<file path="config.mk">
export PLATFORM = sky130hd
export DESIGN_NAME = ula_seq
export DESIGN_NICKNAME = d
export VERILOG_FILES = /design/src/rtl/ula_pkg.sv /design/src/rtl/ula_iter.sv /design/src/rtl/ula_seq.sv
export SDC_FILE = /design/constraint.sdc
export NUM_CORES = 1
export LEC_CHECK = 0
export BUFFER_PORTS_ARGS = -buffer_cell sky130_fd_sc_hd__clkbuf_2
export CAP_MARGIN = 5
export CORE_MARGIN = 10
export CORE_UTILIZATION = 45
export DETAILED_ROUTE_END_ITERATION = 8
export MAX_ROUTING_LAYER = met4
export PLACE_DENSITY = 0.65
export SLEW_MARGIN = 30
export SYNTH_ARGS = -nofsm -noshare
export SYNTH_HDL_FRONTEND = slang
export SYNTH_SLANG_ARGS = --single-unit
</file>
<file path="constraint.sdc">
create_clock -name clock -period 2.81 [get_ports clock]
set_input_delay 0.281 -clock clock [delete_from_list [all_inputs] [get_ports clock]]
set_output_delay 0.281 -clock clock [all_outputs]
set_load 0.01 [all_outputs]
</file>
<file path="src/rtl/ula_pkg.sv">
// Shared constants for the sequential ULA: default width, op codes, FSM encoding.
package ula_pkg;

  localparam int WIDTH_DEF = 8;

  localparam logic [2:0] OP_ADD = 3'b000;
  localparam logic [2:0] OP_SUB = 3'b001;
  localparam logic [2:0] OP_AND = 3'b010;
  localparam logic [2:0] OP_OR  = 3'b011;
  localparam logic [2:0] OP_XOR = 3'b100;
  localparam logic [2:0] OP_NOT = 3'b101;
  localparam logic [2:0] OP_MUL = 3'b110;
  localparam logic [2:0] OP_DIV = 3'b111;

  localparam logic [1:0] ST_IDLE = 2'd0;
  localparam logic [1:0] ST_CALC = 2'd1;
  localparam logic [1:0] ST_DONE = 2'd2;

endpackage

</file>
<file path="src/rtl/ula_iter.sv">
// Iterative MUL/DIV datapath: one shift-add or restoring-subtract step per clock.
// hi_q holds the partial product (MUL) or remainder (DIV); lo_q holds the
// multiplier being shifted out (MUL) or the dividend/quotient shift register (DIV).
// result_next/flag_next show the value after the current step so the owner can
// register the final answer on the same edge that performs the last step.
module ula_iter #(
  parameter int WIDTH = 8
) (
  input  logic             clock,
  input  logic             reset,
  input  logic             load,
  input  logic             is_div,
  input  logic             step_en,
  input  logic [WIDTH-1:0] a,
  input  logic [WIDTH-1:0] b,
  output logic             last,
  output logic [WIDTH-1:0] result_next,
  output logic             flag_next
);

  localparam int CNT_W = $clog2(WIDTH + 1);

  logic [CNT_W-1:0] cnt;
  logic             mode_div;
  logic [WIDTH-1:0] hi_q;
  logic [WIDTH-1:0] lo_q;
  logic [WIDTH-1:0] opnd_q;
  logic [WIDTH-1:0] hi_d;
  logic [WIDTH-1:0] lo_d;
  logic [WIDTH:0]   mul_sum;
  logic [WIDTH:0]   div_shift;
  logic [WIDTH:0]   div_diff;
  logic             div_zero;

  // Next-step values for the selected algorithm.
  always_comb begin
    hi_d      = hi_q;
    lo_d      = lo_q;
    mul_sum   = '0;
    div_shift = '0;
    div_diff  = '0;
    if (mode_div) begin
      div_shift = {hi_q, lo_q[WIDTH-1]};
      div_diff  = div_shift - {1'b0, opnd_q};
      if (!div_diff[WIDTH]) begin
        hi_d = div_diff[WIDTH-1:0];
        lo_d = {lo_q[WIDTH-2:0], 1'b1};
      end else begin
        hi_d = div_shift[WIDTH-1:0];
        lo_d = {lo_q[WIDTH-2:0], 1'b0};
      end
    end else begin
      mul_sum = {1'b0, hi_q} + (lo_q[0] ? {1'b0, opnd_q} : '0);
      hi_d    = mul_sum[WIDTH:1];
      lo_d    = {mul_sum[0], lo_q[WIDTH-1:1]};
    end
  end

  assign div_zero    = (opnd_q == '0);
  assign last        = (cnt == CNT_W'(WIDTH - 1));
  assign result_next = (mode_div && div_zero) ? '1 : lo_d;
  assign flag_next   = mode_div ? div_zero : (hi_d != '0);

  // Operand capture on load, one algorithm step per clock while enabled.
  always_ff @(posedge clock or posedge reset) begin
    if (reset) begin
      cnt      <= '0;
      mode_div <= 1'b0;
      hi_q     <= '0;
      lo_q     <= '0;
      opnd_q   <= '0;
    end else if (load) begin
      cnt      <= '0;
      mode_div <= is_div;
      hi_q     <= '0;
      lo_q     <= is_div ? a : b;
      opnd_q   <= is_div ? b : a;
    end else if (step_en) begin
      cnt  <= cnt + CNT_W'(1);
      hi_q <= hi_d;
      lo_q <= lo_d;
    end
  end

endmodule

</file>
<file path="src/rtl/ula_seq.sv">
// Sequential ULA: single-cycle logic/arith ops, iterative MUL/DIV via ula_iter.
// Handshake: start is sampled only in IDLE; an accepted request produces exactly
// one done pulse (state DONE) with ula_result/carry/zero updated on the edge
// entering DONE. start seen in CALC or DONE is dropped, never queued.
module ula_seq
  import ula_pkg::*;
#(
  parameter int WIDTH = WIDTH_DEF
) (
  input  logic             clock,
  input  logic             reset,
  input  logic [WIDTH-1:0] a,
  input  logic [WIDTH-1:0] b,
  input  logic [2:0]       op,
  input  logic             start,
  output logic [WIDTH-1:0] ula_result,
  output logic             carry,
  output logic             zero,
  output logic             busy,
  output logic             done,
  output logic [1:0]       fsm_state
);

  logic [1:0]       state;
  logic             is_iter_op;
  logic             iter_load;
  logic             iter_last;
  logic [WIDTH-1:0] iter_result;
  logic             iter_flag;
  logic [WIDTH:0]   sum_ext;
  logic [WIDTH-1:0] alu_res;
  logic             alu_c;

  assign is_iter_op = (op == OP_MUL) || (op == OP_DIV);
  assign iter_load  = (state == ST_IDLE) && start && is_iter_op;
  assign busy       = (state == ST_CALC);
  assign done       = (state == ST_DONE);
  assign fsm_state  = state;

  ula_iter #(.WIDTH(WIDTH)) u_iter (
    .clock       (clock),
    .reset       (reset),
    .load        (iter_load),
    .is_div      (op == OP_DIV),
    .step_en     (state == ST_CALC),
    .a           (a),
    .b           (b),
    .last        (iter_last),
    .result_next (iter_result),
    .flag_next   (iter_flag)
  );

  // Single-cycle operations straight from the live inputs.
  always_comb begin
    sum_ext = '0;
    alu_res = '0;
    alu_c   = 1'b0;
    case (op)
      OP_ADD: begin
        sum_ext = {1'b0, a} + {1'b0, b};
        alu_res = sum_ext[WIDTH-1:0];
        alu_c   = sum_ext[WIDTH];
      end
      OP_SUB: begin
        sum_ext = {1'b0, a} - {1'b0, b};
        alu_res = sum_ext[WIDTH-1:0];
        alu_c   = sum_ext[WIDTH];
      end
      OP_AND:  alu_res = a & b;
      OP_OR:   alu_res = a | b;
      OP_XOR:  alu_res = a ^ b;
      OP_NOT:  alu_res = ~a;
      default: alu_res = '0;
    endcase
  end

  // FSM plus result registers, which only load on the edge entering DONE.
  always_ff @(posedge clock or posedge reset) begin
    if (reset) begin
      state      <= ST_IDLE;
      ula_result <= '0;
      carry      <= 1'b0;
      zero       <= 1'b1;
    end else begin
      case (state)
        ST_IDLE: begin
          if (start) begin
            if (is_iter_op) begin
              state <= ST_CALC;
            end else begin
              state      <= ST_DONE;
              ula_result <= alu_res;
              carry      <= alu_c;
              zero       <= (alu_res == '0);
            end
          end
        end
        ST_CALC: begin
          if (iter_last) begin
            state      <= ST_DONE;
            ula_result <= iter_result;
            carry      <= iter_flag;
            zero       <= (iter_result == '0);
          end
        end
        ST_DONE: state <= ST_IDLE;
        default: state <= ST_IDLE;
      endcase
    end
  end

endmodule
</file>
==> summary.txt, run 1 <==
Power per unit of standard cell area - 921 mW/mm^2
Actual transition at the worst max-transition pin - 0.618 ns
Total Routing Usage GR - 0.185
Highest-delay cell along the critical path - sky130_fd_sc_hd__or4_4
Combined area of all synthesized cells - 0.00418 mm^2
Outcome - finished, violations left
Launch point of the critical path - u_iter.lo_q[0]
Number of buffers added by the clock tree synthesis step - 5
Maximum frequency from static timing analysis - 350 MHz
Placeable core region - 0.00915 mm^2
Remaining Overflow, GRT - 0
Top Ports - 36
Area share of the largest cell type after synthesis - 0.240
Share of synthesized flip-flops with an asynchronous set or reset - 1.00
Endpoint of the lowest-slack register-to-register path - carry
Most common cell in the synthesized netlist - sky130_fd_sc_hd__nand2_1
Antenna violations before repair - 0
TritonCTS clock tree - done
Number of nets in the finished design - 632
Max VDD drop - 0.462 mV
Violations in the final reports - setup timing
Post-detailed-routing wire length - 11.9 mm
Mean instance size in the synthesized netlist - 8.31 um^2
Leakage - 2.45 nW
Number of clock sinks - 41
Count of final hold-check violations - 0
Syn Nets - 571
Number of distinct library cell variants in the gate-level netlist after synthesis - 64
Crit path largest cell delay - 0.44 ns
Die Area - 0.0135 mm^2
Detail-routed via count per cell - 5.88
Family of cells with the greatest summed delay on the critical path - compound AO/OA/AOI/OAI gates
Count of max-cap constraint violations - 0
Via total after detailed routing - 3,972
Count of flip-flops with a built-in enable after synthesis - 0
Class of the tightest hold or removal check - primary input to asynchronous set/reset pin
Buf+Inv Stages, Crit Path - 0
Number of nets still failing antenna checks after routing - 0
Die outline height - 116 um
Cells after Synth - 503
Unrepaired setup endpoints after global routing - yes
Placer's final routability congestion estimate - 0.986
Share of post-route cells with drive strength above 1 - 0.195
Final setup violating endpoints - 1
Beginning of the worst register-to-register path - u_iter.lo_q[0]
DR iter-0 viols - 209
Cell taking the most area after synthesis - sky130_fd_sc_hd__dfrtp_1
Count of pins over their slew limit - 0
Post-route minimum period - 2.86 ns
Die extent in x - 116 um
Number of buffers added on ports - 35
Crit-path max FO - 4
Slew margin rel. - 0.586
Clock root buffer - sky130_fd_sc_hd__clkbuf_8
Clock transition at the registers of the reported paths - 0.10 ns
Type of origin of the critical path - flip-flop
Number of global-route vias before repair - 4,033
Required time at the worst-slack endpoint - 3.00 ns
Synth Flop Type - sky130_fd_sc_hd__dfrtp_1
R2R depth - 10
Commonest cells in the synthesized netlist - sky130_fd_sc_hd__nand2_1 (48), sky130_fd_sc_hd__ha_1 (42), sky130_fd_sc_hd__inv_1 (41), sky130_fd_sc_hd__dfrtp_1 (40)
CP cell instances - and2_1 > ha_2 > fa_2 > a21o_4 > a221oi_4 > o21ai_1 > a211o_1 > or4_4 > nor4b_4 > a21oi_1
Slack of the worst reg-to-reg path - -0.05 ns
WL/cell - 17.6 um
Total of flip-flops plus latches after synthesis - 41
Number of antenna repair diodes - 0
Signed area change from the synthesized netlist to the final layout - 16.1%
Largest net degree at the start of global routing - 42
Clock tree buffer depth - 2
Utilization of the core after routing - 0.530
Min setup slack post-route - -0.0507 ns
Sum of negative setup slack - -0.0507 ns
Leading post-synthesis cells by cell area - sky130_fd_sc_hd__dfrtp_1 (24%), sky130_fd_sc_hd__ha_1 (13%), sky130_fd_sc_hd__mux2i_1 (8.1%), sky130_fd_sc_hd__nand2_1 (4.3%), sky130_fd_sc_hd__a21oi_1 (4.0%)
Count of yosys warnings during synthesis - 0
Number of standard-cell rows in the floorplan - 35
Filler instances - 842
Share of synthesized area occupied by flip-flops and latches - 0.246
Data arrival time of the critical path - 3.05 ns
First-pass iteration count of the detailed router - 5
Minimum hold slack - 0.0796 ns
Number of H-tree levels - 2
Detailed placement HPWL - 9.26 mm
Largest clock skew in the final design - 0.00943 ns
Worst-Skew Late Latency - 0.31 ns
Starting density of the core - 0.456
Final period utilization - 1.02
Category of the most critical setup path - flip-flop to flip-flop
Post-route DRC - 0
Capturing element type of the critical path - flip-flop
First-pass GRT wire length - 19.8 mm
## where the power goes
part | switching [mW] | internal (mW)
Combinational | 1.59 | 1.37
Sequential | 0.235 | 0.847
Clock | 0.241 | 0.180
## worst register-to-register path, cell delays in order (launching register included)
cell and delay (ns):
sky130_fd_sc_hd__dfrtp_1 0.40, sky130_fd_sc_hd__and2_1 0.16, sky130_fd_sc_hd__ha_2 0.20, sky130_fd_sc_hd__fa_2 0.38, sky130_fd_sc_hd__a21o_4 0.23, sky130_fd_sc_hd__a221oi_4 0.24
sky130_fd_sc_hd__o21ai_1 0.09, sky130_fd_sc_hd__a211o_1 0.29, sky130_fd_sc_hd__or4_4 0.44, sky130_fd_sc_hd__nor4b_4 0.24, sky130_fd_sc_hd__a21oi_1 0.09
## how the worst max path moves through the flow
stage / end / slack (ns) / depth (start not counted)
floorplan: carry / -0.03 / 11
global route: carry / -0.17 / 13
finish: carry / -0.05 / 10
detailed placement: carry / -0.13 / 10
CTS: carry / -0.11 / 10
global placement: carry / -0.006 / 10
## state kept, by name, summed over array words and instances, names as in the netlist
name             count
u_iter.mode_div      1
u_iter.hi_q          8
carry                1
u_iter.cnt           4
u_iter.lo_q          8
zero                 1
u_iter.opnd_q        8
ula_result           8
fsm_state            2
## through the flow
stage	setup WS, ns	power [mW]	cell area, um^2	std cells
2_1_floorplan	-0.0301	2.96	4180	503
3_3_place_gp	-0.00619	3.85	4700	665
3_5_place_dp	-0.129	3.91	4700	665
4_1_cts	-0.109	4.42	4830	676
5_1_grt	-0.167	4.85	4850	676
6_report	-0.0507	4.47	4850	676
## routing by layer
| layer | track usage | wire length (um) | part of all wire |
|---|---|---|---|
| met3 | 0.0247 | 554 | 0.047 |
| met5 | - | 0 | 0 |
| met4 | 0.0550 | 291 | 0.025 |
| met1 | 0.230 | 5240 | 0.44 |
| met2 | 0.308 | 5780 | 0.49 |
## logic make-up after synthesis
group	Yosys count	share of synthesized area
compound gates	146	0.233
xor+xnor	13	0.0273
buf+inv	66	0.0623
fa+ha+maj	46	0.145
flops	41	0.246
simple gates	149	0.181
mux	42	0.106
## cell usage in the layout, fill, tap and decap left out, drive strengths merged, types with 33 or more instances in the layout
master / instances
buf: 44
nor2: 34
ha: 42
dfrtp: 40
inv: 42
a21oi: 33
clkbuf: 40
nand2: 48
mux2i: 34
o21ai: 33
## layout make-up
| type | instances | area, um^2 | area share |
|---|---|---|---|
| inverters | 41 | 154 | 0.0317 |
| repair buffers | 79 | 505 | 0.104 |
| well taps | 111 | 139 | 0.0286 |
| multi-input cells | 396 | 2930 | 0.604 |
| clock buffers | 5 | 68.8 | 0.0142 |
| clock inverters | 3 | 25.0 | 0.00516 |
| flip-flops and latches | 41 | 1030 | 0.212 |
## repair_timing
action | 4_1_cts | 5_1_grt
pin swaps | 3 | 2
hold endpoints to repair | 0 | 0
resized for setup | 3 | 3
buffers inserted | 3 | 0
hold buffers | 0 | 0
endpoints found under the setup margin | 2 | 11
Power figures use the tool's default switching activity.
==> inputs of run 2 (changes only) <==
Settings changed: CELL_PAD_IN_SITES_DETAIL_PLACEMENT set to 2, CELL_PAD_IN_SITES_GLOBAL_PLACEMENT set to 2, CORE_UTILIZATION 45 to 33, PLACE_DENSITY 0.65 to 0.76.
Clock period 2.81 ns to 2.4 ns, I/O delays scaled along.
==> summary.txt, run 2 (same netlist as run 1, synthesis figures left out) <==
Category of the most critical setup path - flip-flop to flip-flop
Largest clock skew in the final design - 0.0143 ns (+0.00487 ns)
Clock transition at the registers of the reported paths - 0.07 ns (-0.03 ns)
Share of post-route cells with drive strength above 1 - 0.365 (+0.170)
Via total after detailed routing - 4,726 (+19%)
Crit-path max FO - 3 (-1)
Die Area - 0.0176 mm^2 (+30%)
Internal power - 3.93 mW (+64%)
Post-Place Worst Slack - -0.598 ns (-0.469 ns)
Outcome - finished, violations left
Violations in the final reports - setup timing
Highest-delay cell along the critical path - sky130_fd_sc_hd__or4_4
Switching portion of total power - 0.471 (+0.00842)
Crit path largest cell delay - 0.45 ns (about the same)
First-pass GRT wire length - 31.1 mm (+57%)
WL/cell - 25.7 um (+46%)
Number of nets still failing antenna checks after routing - 0 (unchanged)
Type of origin of the critical path - flip-flop
Detail-routed via count per cell - 5.81 (-1.1%)
TritonCTS clock tree - done
Count of pins over their slew limit - 0 (unchanged)
Die extent in x - 133 um (+14%)
DR iter-0 viols - 332 (+59%)
Count of max-cap constraint violations - 0 (unchanged)
Placeable core region - 0.0125 mm^2 (+37%)
Number of global-route vias before repair - 5,296 (+31%)
Largest net degree at the start of global routing - 23 (-45%)
Part of the total power dissipated in the clock network - 0.112 (+0.018)
Non-filler cells in the finished layout - 813 (+20%)
Starting density of the core - 0.334 (-0.123)
Number of nets in the finished design - 708 (+12%)
Commonest non-fill, non-tap cell in the layout - sky130_fd_sc_hd__buf_4
Antenna violations before repair - 0 (unchanged)
Min setup slack post-route - -0.587 ns (-0.536 ns)
Required time at the worst-slack endpoint - 2.58 ns (-0.42 ns)
First-pass iteration count of the detailed router - 5 (unchanged)
Beginning of the worst hold path - b[5]
Remaining Overflow, GRT - 0 (unchanged)
Total Routing Usage GR - 0.226 (+0.0403)
Power dissipated by switching net loads - 3.51 mW (+70%)
Worst-Skew Late Latency - 0.31 ns (about the same)
Commonest non-fill, non-tap cells in the layout - sky130_fd_sc_hd__buf_4 (111), sky130_fd_sc_hd__nand2_1 (48), sky130_fd_sc_hd__dfrtp_1 (40), sky130_fd_sc_hd__inv_1 (35)
Post-route DRC - 0 (unchanged)
Beginning of the worst register-to-register path - u_iter.lo_q[0]
Launch point of the critical path - u_iter.lo_q[0]
Leakage - 2.91 nW (+19%)
DP Cell Count - 788 (+18%)
CP cell instances - and2_4 > ha_4 > fa_2 > a21o_4 > a221oi_4 > o21ai_1 > a211o_1 > or4_4 > nor4b_4 > a21oi_1
Class of the tightest hold or removal check - primary input to flip-flop
Count of final hold-check violations - 0 (unchanged)
Number of buffers added on ports - 35 (unchanged)
Actual transition at the worst max-transition pin - 0.811 ns (+0.193 ns)
Logic pwr share - 0.707 (+0.044)
Signed area change from the synthesized netlist to the final layout - 43.3%
Top Ports - 36 (unchanged)
Placer's final routability congestion estimate - 0.871 (-12%)
Unrepaired setup endpoints after global routing - yes
Data arrival time of the critical path - 3.17 ns (+0.12 ns)
Post-detailed-routing wire length - 20.9 mm (+76%)
Clock root buffer - sky130_fd_sc_hd__clkbuf_16
Post-route minimum period - 2.99 ns (+0.126 ns)
Capturing element type of the critical path - flip-flop
Number of clock sinks - 41 (unchanged)
Number of antenna repair diodes - 0 (unchanged)
Clock tree buffer depth - 2 (unchanged)
Number of standard-cell rows in the floorplan - 41 (+17%)
Power per unit of standard cell area - 1240 mW/mm^2 (+35%)
Detailed placement HPWL - 13.7 mm (+48%)
Number of buffers added by the clock tree synthesis step - 5 (unchanged)
Die outline height - 133 um (+14%)
Final period utilization - 1.24 (+0.226)
Minimum hold slack - 0.412 ns (+0.332 ns)
Final setup violating endpoints - 12 (+11)
Slew margin rel. - 0.456 (-0.130)
Max VDD drop - 0.407 mV (-12%)
Number of H-tree levels - 2 (unchanged)
Relative contribution of sequential cells to total power - 0.180 (-0.062)
Maximum frequency from static timing analysis - 335 MHz (-4.2%)
run 2: changes by cell type in the layout (fill, tap and decap cells not counted), moves of 5 or more:
cell / previous run / this run
sky130_fd_sc_hd__buf_4: 44 / 111
sky130_fd_sc_hd__ha_4: 0 / 9
sky130_fd_sc_hd__ha_1: 41 / 33
sky130_fd_sc_hd__buf_6: 0 / 7
sky130_fd_sc_hd__a21oi_1: 32 / 26
sky130_fd_sc_hd__a21oi_2: 1 / 7
sky130_fd_sc_hd__clkbuf_16: 0 / 6
sky130_fd_sc_hd__inv_1: 41 / 35
sky130_fd_sc_hd__o21ai_0: 32 / 27
run 2: path summary, 6_finish.rpt:
path | to | slack (ns) | cells past startpoint
setup / recovery | carry | -0.59 | 10
hold / removal | u_iter.opnd_q[5] | 0.41 | 4
min in group asynchronous | u_iter.opnd_q[7] | 0.52 | 3
hold reg to reg | ula_result[6] | 0.52 | 1
max in group asynchronous | zero | 1.10 | 4
setup reg to reg | carry | -0.59 | 10
run 2: routing by layer:
layer  track usage  wire length [um]  share of wire  vias up
met1         0.251              8580           0.41     2432
li1              -                 -              -     2089
met2         0.408             11000           0.53      152
met4        0.0746               603          0.029        0
met5             -                 0              0        -
met3        0.0280               699          0.034       53
run 2: metrics by stage:
| stage | utilization | cell area, um^2 | setup TNS (ns) | total power, mW |
|---|---|---|---|---|
| detailed placement | 0.419 | 5250 | -5.24 | 5.24 |
| floorplan | - | 4200 | -0.440 | 3.50 |
| global placement | 0.419 | 5250 | -3.08 | 4.97 |
| finish | 0.478 | 5990 | -2.50 | 7.44 |
| global route | 0.478 | 5990 | -3.56 | 7.82 |
| CTS | 0.462 | 5790 | -0.837 | 6.64 |
run 2: power groups by stage:
stage / clock (mW) / combinational (mW) / sequential, mW
detailed placement: 0 / 3.97 / 1.27
finish: 0.834 / 5.26 / 1.34
global route: 0.866 / 5.59 / 1.36
CTS: 0.823 / 4.53 / 1.29
global placement: 0 / 3.73 / 1.24
floorplan: 0 / 2.26 / 1.24
run 2: critical path: cells and delay by family, from the launching register on:
kind / cells / cell delay (ns)
AO/OA/AOI/OAI: 5 / 1.03
AND/OR/NAND/NOR: 3 / 0.89
flip-flops: 1 / 0.40
adder cells (fa/ha/maj): 2 / 0.54
run 2: layout make-up:
type	count	area, um^2
Clock inverter	3	46.3
Clock buffer	5	125
Fill cell	1369	6530
Inverter	41	156
Sequential cell	41	1030
Multi-Input combinational cell	396	3270
Tap cell	172	215
Timing Repair Buffer	155	1150
run 2: what timing repair did:
item,CTS,global route
resized for setup,60,24
pin swaps,29,26
hold endpoints to repair,19,0
hold buffers,1,0
setup endpoints to repair,14,14
setup buffers,13,7
